$ cat config.mk
export PLATFORM = sky130hd
export DESIGN_NAME = uart_rx_os
export DESIGN_NICKNAME = d
export VERILOG_FILES = /design/src/rtl/uart_rx_os.sv
export SDC_FILE = /design/constraint.sdc
export NUM_CORES = 1
export LEC_CHECK = 0
export CAP_MARGIN = 20
export CELL_PAD_IN_SITES_DETAIL_PLACEMENT = 1
export CELL_PAD_IN_SITES_GLOBAL_PLACEMENT = 2
export CORE_UTILIZATION = 38
export CTS_CLUSTER_DIAMETER = 60
export DETAILED_ROUTE_END_ITERATION = 16
export PLACE_DENSITY = 0.85
export SLEW_MARGIN = 30
export SYNTH_ARGS = -nofsm -noshare
export SYNTH_HDL_FRONTEND = slang
export SYNTH_SLANG_ARGS = --single-unit
$ cat constraint.sdc
create_clock -name clk -period 2.2 [get_ports clk]
set_input_delay 0.44 -clock clk [delete_from_list [all_inputs] [get_ports clk]]
set_output_delay 0.44 -clock clk [all_outputs]
set_load 0.05 [all_outputs]
$ cat src/rtl/uart_rx_os.sv
// Oversampled UART receiver: start-bit validation, N data bits LSB first, optional parity, 1..2 stop bits.
// Define UART_RX_SYNC_EN to pass i_rx through a 2-flop synchronizer (+2 clk latency).
module uart_rx_os #(
    parameter int NB_DATA_BITS = 8,
    parameter int PARITY_MODE  = 0,
    parameter int NB_STOP_BITS = 1,
    parameter int OVERSAMPLE   = 16
) (
    input  logic                    clk,
    input  logic                    i_rst_n,
    input  logic                    i_rx,
    input  logic                    i_s_tick,
    output logic [NB_DATA_BITS-1:0] o_data,
    output logic                    o_valid,
    output logic                    o_parity_err,
    output logic                    o_frame_err,
    output logic                    o_busy
);

    localparam int TW = $clog2(OVERSAMPLE);
    localparam logic [TW-1:0] HALF_M1   = TW'(OVERSAMPLE / 2 - 1);
    localparam logic [TW-1:0] FULL_M1   = TW'(OVERSAMPLE - 1);
    localparam logic [3:0]    LAST_DATA = 4'(NB_DATA_BITS - 1);
    localparam logic [3:0]    LAST_STOP = 4'(NB_STOP_BITS - 1);

    typedef enum logic [2:0] {S_IDLE, S_START, S_DATA, S_PARITY, S_STOP} state_t;

    logic rx_s;

`ifdef UART_RX_SYNC_EN
    logic [1:0] rx_sync;

    // Synchronizer resets to the idle line level so reset release never looks like a start bit.
    always_ff @(posedge clk or negedge i_rst_n) begin
        if (!i_rst_n) rx_sync <= 2'b11;
        else          rx_sync <= {rx_sync[0], i_rx};
    end
    assign rx_s = rx_sync[1];
`else
    assign rx_s = i_rx;
`endif

    state_t                  state, state_n;
    logic [TW-1:0]           tick_cnt, tick_n;
    logic [3:0]              bit_cnt, bit_n;
    logic [NB_DATA_BITS-1:0] shreg, shreg_n;
    logic                    par_err, par_err_n;
    logic                    stop_err, stop_err_n;
    logic [NB_DATA_BITS-1:0] data_n;
    logic                    valid_n, perr_n, ferr_n;

    // NOTE: every next-value gets a default first, so no path through the case leaves one unassigned (no latches).
    always_comb begin
        state_n    = state;
        tick_n     = tick_cnt;
        bit_n      = bit_cnt;
        shreg_n    = shreg;
        par_err_n  = par_err;
        stop_err_n = stop_err;
        data_n     = o_data;
        valid_n    = 1'b0;
        perr_n     = o_parity_err;
        ferr_n     = o_frame_err;

        case (state)
            S_IDLE: begin
                if (!rx_s) begin
                    state_n    = S_START;
                    tick_n     = '0;
                    bit_n      = '0;
                    par_err_n  = 1'b0;
                    stop_err_n = 1'b0;
                end
            end
            S_START: begin
                if (i_s_tick) begin
                    if (tick_cnt == HALF_M1) begin
                        tick_n  = '0;
                        state_n = rx_s ? S_IDLE : S_DATA;
                    end else begin
                        tick_n = tick_cnt + 1'b1;
                    end
                end
            end
            S_DATA: begin
                if (i_s_tick) begin
                    if (tick_cnt == FULL_M1) begin
                        tick_n  = '0;
                        shreg_n = {rx_s, shreg[NB_DATA_BITS-1:1]};
                        if (bit_cnt == LAST_DATA) begin
                            bit_n   = '0;
                            state_n = (PARITY_MODE != 0) ? S_PARITY : S_STOP;
                        end else begin
                            bit_n = bit_cnt + 4'd1;
                        end
                    end else begin
                        tick_n = tick_cnt + 1'b1;
                    end
                end
            end
            S_PARITY: begin
                if (i_s_tick) begin
                    if (tick_cnt == FULL_M1) begin
                        tick_n    = '0;
                        // Even parity fails on an odd count of ones; odd parity on an even count.
                        par_err_n = (PARITY_MODE == 1) ? (^shreg ^ rx_s) : ~(^shreg ^ rx_s);
                        state_n   = S_STOP;
                    end else begin
                        tick_n = tick_cnt + 1'b1;
                    end
                end
            end
            S_STOP: begin
                if (i_s_tick) begin
                    if (tick_cnt == FULL_M1) begin
                        tick_n = '0;
                        if (bit_cnt == LAST_STOP) begin
                            bit_n   = '0;
                            state_n = S_IDLE;
                            valid_n = 1'b1;
                            data_n  = shreg;
                            perr_n  = (PARITY_MODE != 0) && par_err;
                            ferr_n  = stop_err | ~rx_s;
                        end else begin
                            bit_n      = bit_cnt + 4'd1;
                            stop_err_n = stop_err | ~rx_s;
                        end
                    end else begin
                        tick_n = tick_cnt + 1'b1;
                    end
                end
            end
            default: state_n = S_IDLE;
        endcase
    end

    // NOTE: state uses non-blocking assignments so every flop samples pre-edge values regardless of statement order.
    always_ff @(posedge clk or negedge i_rst_n) begin
        if (!i_rst_n) begin
            state        <= S_IDLE;
            tick_cnt     <= '0;
            bit_cnt      <= '0;
            // NOTE: the shift register is a plain register, not a memory, so it is cheap to clear on reset.
            shreg        <= '0;
            par_err      <= 1'b0;
            stop_err     <= 1'b0;
            o_data       <= '0;
            o_valid      <= 1'b0;
            o_parity_err <= 1'b0;
            o_frame_err  <= 1'b0;
        end else begin
            state        <= state_n;
            tick_cnt     <= tick_n;
            bit_cnt      <= bit_n;
            shreg        <= shreg_n;
            par_err      <= par_err_n;
            stop_err     <= stop_err_n;
            o_data       <= data_n;
            o_valid      <= valid_n;
            o_parity_err <= perr_n;
            o_frame_err  <= ferr_n;
        end
    end

    assign o_busy = (state != S_IDLE);

endmodule

==> impl_summary.md <==
STA
The final critical path takes up a little over nine tenths of the cycle. The relative slew slack is approximately 67%. The clock period could shrink to between 2 and 2.5 ns. On the final layout, the worst hold slack is 0.4863 ns. Summed over all failing endpoints, the final setup total negative slack is 0 ns. Setup violations remaining at the end of the flow were counted as 0. The upper clock frequency limit is around 0.48 GHz. The actual slew at the worst max-slew pin is between 0.4 and 0.5 ns. Clock skew on the completed layout was measured at roughly 0.0057 ns. The max-slew violation count is 0. The final hold violation count is 0. Setup repair after global routing left no endpoint under its margin.

Die
The die span in y is approximately 67 um. The horizontal extent of the die is between 60 and 70 um. The total area inside the core boundary comes to 4029 sq um. In this run the count of I/O pins placed on the die edge is 16. The full die area is 4512 sq um.

For this configuration, the core starts out at a cell density of 40.06%. The cell row count is 23.

Yosys
When the netlist entered floorplanning its net count stood at roughly 140. The synthesized area per cell is 11.87 sq um. The complex-gate fraction of the synthesized area is 13.72%. The share of the synthesized netlist area taken by xor and xnor gates is 0.5426%. Yosys attributes the largest share of cell area to dfrtp_1, mux2_4, ha_1, o21ai_0, nand2b_1.

The number of different library cells in the post-synthesis netlist is slightly below 50. The synthesized design spends more area on one cell type than any other, namely dfrtp_1. The multiplexer share of the synthesized area is ~17%. The fraction of the mapped netlist area in simple logic gates is approximately 16%. The post-synthesis adder-cell area fraction is 2.326%. Sequential cells were found to cover between 40% and 50% of the synthesized design area. After synthesis the netlist holds a flip-flop and latch count of 30. Summing every instance area after synthesis gives 1614 sq um.

After synthesis, the largest family of logic cells by area is multiplexers. The number of warnings reported in the yosys synthesis log is 0. Synthesis handed over a netlist of 136 instances. The share of the synthesized area in the top cell type is 46.51%.

Power
The total leakage power is just over 0.9 nW. VDD sags by at most roughly 0.00068 V. The power density of the placed cells is a little over 1000 nW/um^2.

Drt
The detailed router finished its first iteration with 32 violations. In the final routed layout, each cell accounts on average for 15.84 um. The remaining antenna violation count is 0.

The count of TritonRoute iterations in the first routing pass is 4. For this run, design rule violations remaining after detail routing come to 0. In the routed layout, each cell is associated on average with a via count of ~5.4.

For this block, the routed nets add up to between 3000 and 4000 um of wire. The final route contains between 1000 and 1500 vias.

Global route
The via count of the first global-routing pass is approximately 1200. The met3 global-route usage is 4.561%. met2 is the most crowded layer. For this run, the total global-route usage over all layers was measured as 17.22%.

The initial antenna violation count is 0. The met1 track demand over resource is between 15 and 20%. After global routing the overflow that remains totals 0. The maximum number of pins on one net before global-route repair is 31. The first global-routing pass estimated ~5600 um of wire. In the global route stage, met2 resource usage came out at 31.00%.

CTS
The deepest clock path buffer count is 2. Clock-pin slew was measured on the worst setup and hold paths at roughly 0.06 ns. The clock latency on the worst-skew pair is roughly 0.28 ns. In this run, CTS created clock tree buffers numbering 5.

In this run, post-CTS repair resized a total of 0 instances. The clock sink count is 30. The clock tree from TritonCTS is built. Buffers added to address setup during post-CTS repair amount to 0. The H-tree depth is 2. The number of hold buffers added after CTS is 0.

Clock tree synthesis selected as its root buffer the cell clkbuf_8.

Critical path
The worst reg2reg path startpoint is tick_cnt[1]. The critical path in this run is classified as flop to output pin. Along the worst path, the maximum fanout reaches 8. The most critical setup path has its startpoint at state[0].

STA classifies the critical path startpoint as a flop. The data arrival time at the worst-slack endpoint is around 1.6 ns. The type of destination of the critical path is an output pin. STA puts the critical path data required time at 1.76 ns.

Finish
The final-stage net count is roughly 170. The number of antenna cells inserted is 0. The post-synthesis to final-layout area growth is 19.92%. The layout cell share with drive strength beyond 1 is approximately 28%.

Outcome
The flow ran to the end, and the final reports show no timing, DRC or antenna violations.

Hold path
The worst hold path belongs to the class flop to flop. The hold path startpoint is stop_err.

Placed design
The final estimated routing congestion in global placement is roughly 0.76. In this run the tool buffered the top-level ports with 14 buffer cells. Detailed placement ended at an HPWL of 2492 um.

Run
The number of max-cap violations is 0.
-- final timing paths --
check | end | slack (ns) | cells past startpoint
max reg2reg | state[1] | 0.23 | 5
max in group asynchronous | shreg[7] | 1.37 | 2
min reg2reg | stop_err | 0.49 | 2
min | stop_err | 0.49 | 2
min in group asynchronous | o_data[0] | 0.55 | 2
max | o_busy | 0.12 | 4
-- area by class of cell --
cell class,count,area [sq um]
clock buffers,7,86.33
multi-input cells,94,799.5
fillers,447,2093
clock inverters,1,5.005
repair buffers,24,212.7
flip-flops and latches,30,750.7
well taps,50,62.56
inverters,5,18.77
-- sequential cells by signal (all words and copies together), names as in the netlist --
signal / count
o_valid: 1
o_data: 8
o_frame_err: 1
stop_err: 1
tick_cnt: 4
shreg: 8
state: 3
bit_cnt: 4
-- cell usage after synthesis (all sizes together) --
cell and n:
xnor2 1, mux2i 1, a21oi 2, o22a 1, or3 4, and3 1
o2111ai 2, or2 3, a2bb2oi 1, o31ai 1, o211ai 4, nor3b 2
or4 1, nand3 2, nand2b 4, o2bb2ai 1, ha 3, mux2 18
o22ai 1, inv 5, clkbuf 1, nor2 5, o211a 1, a21o 1
conb 1, nor3 2, o21ai 10, nand4 2, or3b 2, o41ai 1
nand3b 1, nor4b 2, o21bai 1, a211oi 1, buf 6, nor4 1
dfrtp 30, nand2 6, and3b 1, a31oi 3
-- logic make-up (layout without fill, tap and decap cells) --
kind of cell               after synthesis  in the layout
buffers and inverters                   12             37
xor gates and xnor gates                 1              1
adders and majority gates                3              3
muxes                                   19             19
and+or+nand+nor                         39             39
other                                    1              1
AOI/OAI and AO/OA                       31             31
DFF                                     30             30
-- critical path, stage by stage (launching register included) --
cell	delay, ns
dfrtp_1	0.46
buf_4	0.19
nor2_1	0.35
nand2_1	0.14
buf_4	0.21
-- layer usage --
| metal | wire (um) | up-vias |
|---|---|---|
| met1 | 1501 | 564 |
| met5 | 0 | - |
| met2 | 1692 | 19 |
| met4 | 27 | 0 |
| li1 | - | 544 |
| met3 | 122 | 4 |
-- stage by stage --
step / instances / cell area (sq um) / setup slack, ns / total power [mW] / utilization (%)
2_1_floorplan: 136 / 1614 / 0.4480 / 1.304 / -
3_3_place_gp: 203 / 1844 / 0.06603 / 1.484 / 45.78
3_5_place_dp: 203 / 1844 / 0.008515 / 1.534 / 45.78
4_1_cts: 211 / 1936 / 0.1202 / 2.000 / 48.04
5_1_grt: 211 / 1936 / 0.03892 / 2.112 / 48.04
6_report: 211 / 1936 / 0.1205 / 1.975 / 48.04
-- where the power goes --
group	internal, mW	switching (mW)	total [mW]
sequential	0.624	0.0953	0.720
clock	0.252	0.206	0.458
combinational	0.346	0.451	0.797
total	1.22	0.753	1.97
-- placed cells by master, fill, tap and decap left out, types with 2 or more instances in the layout --
cell / count
o21ai_0: 7
clkdlybuf4s50_1: 13
nor3_1: 2
clkbuf_8: 6
nand4_1: 2
buf_4: 11
ha_1: 3
o211ai_1: 2
a31oi_1: 3
o2111ai_1: 2
nor4b_1: 2
dfrtp_1: 30
inv_1: 5
o211ai_2: 2
mux2_4: 17
nand2_1: 6
o21ai_1: 3
nor3b_1: 2
nor2_1: 5
or3_1: 3
or2_2: 2
nand2b_1: 4
nand3_1: 2
No activity file was read; power rests on OpenSTA's default activity.
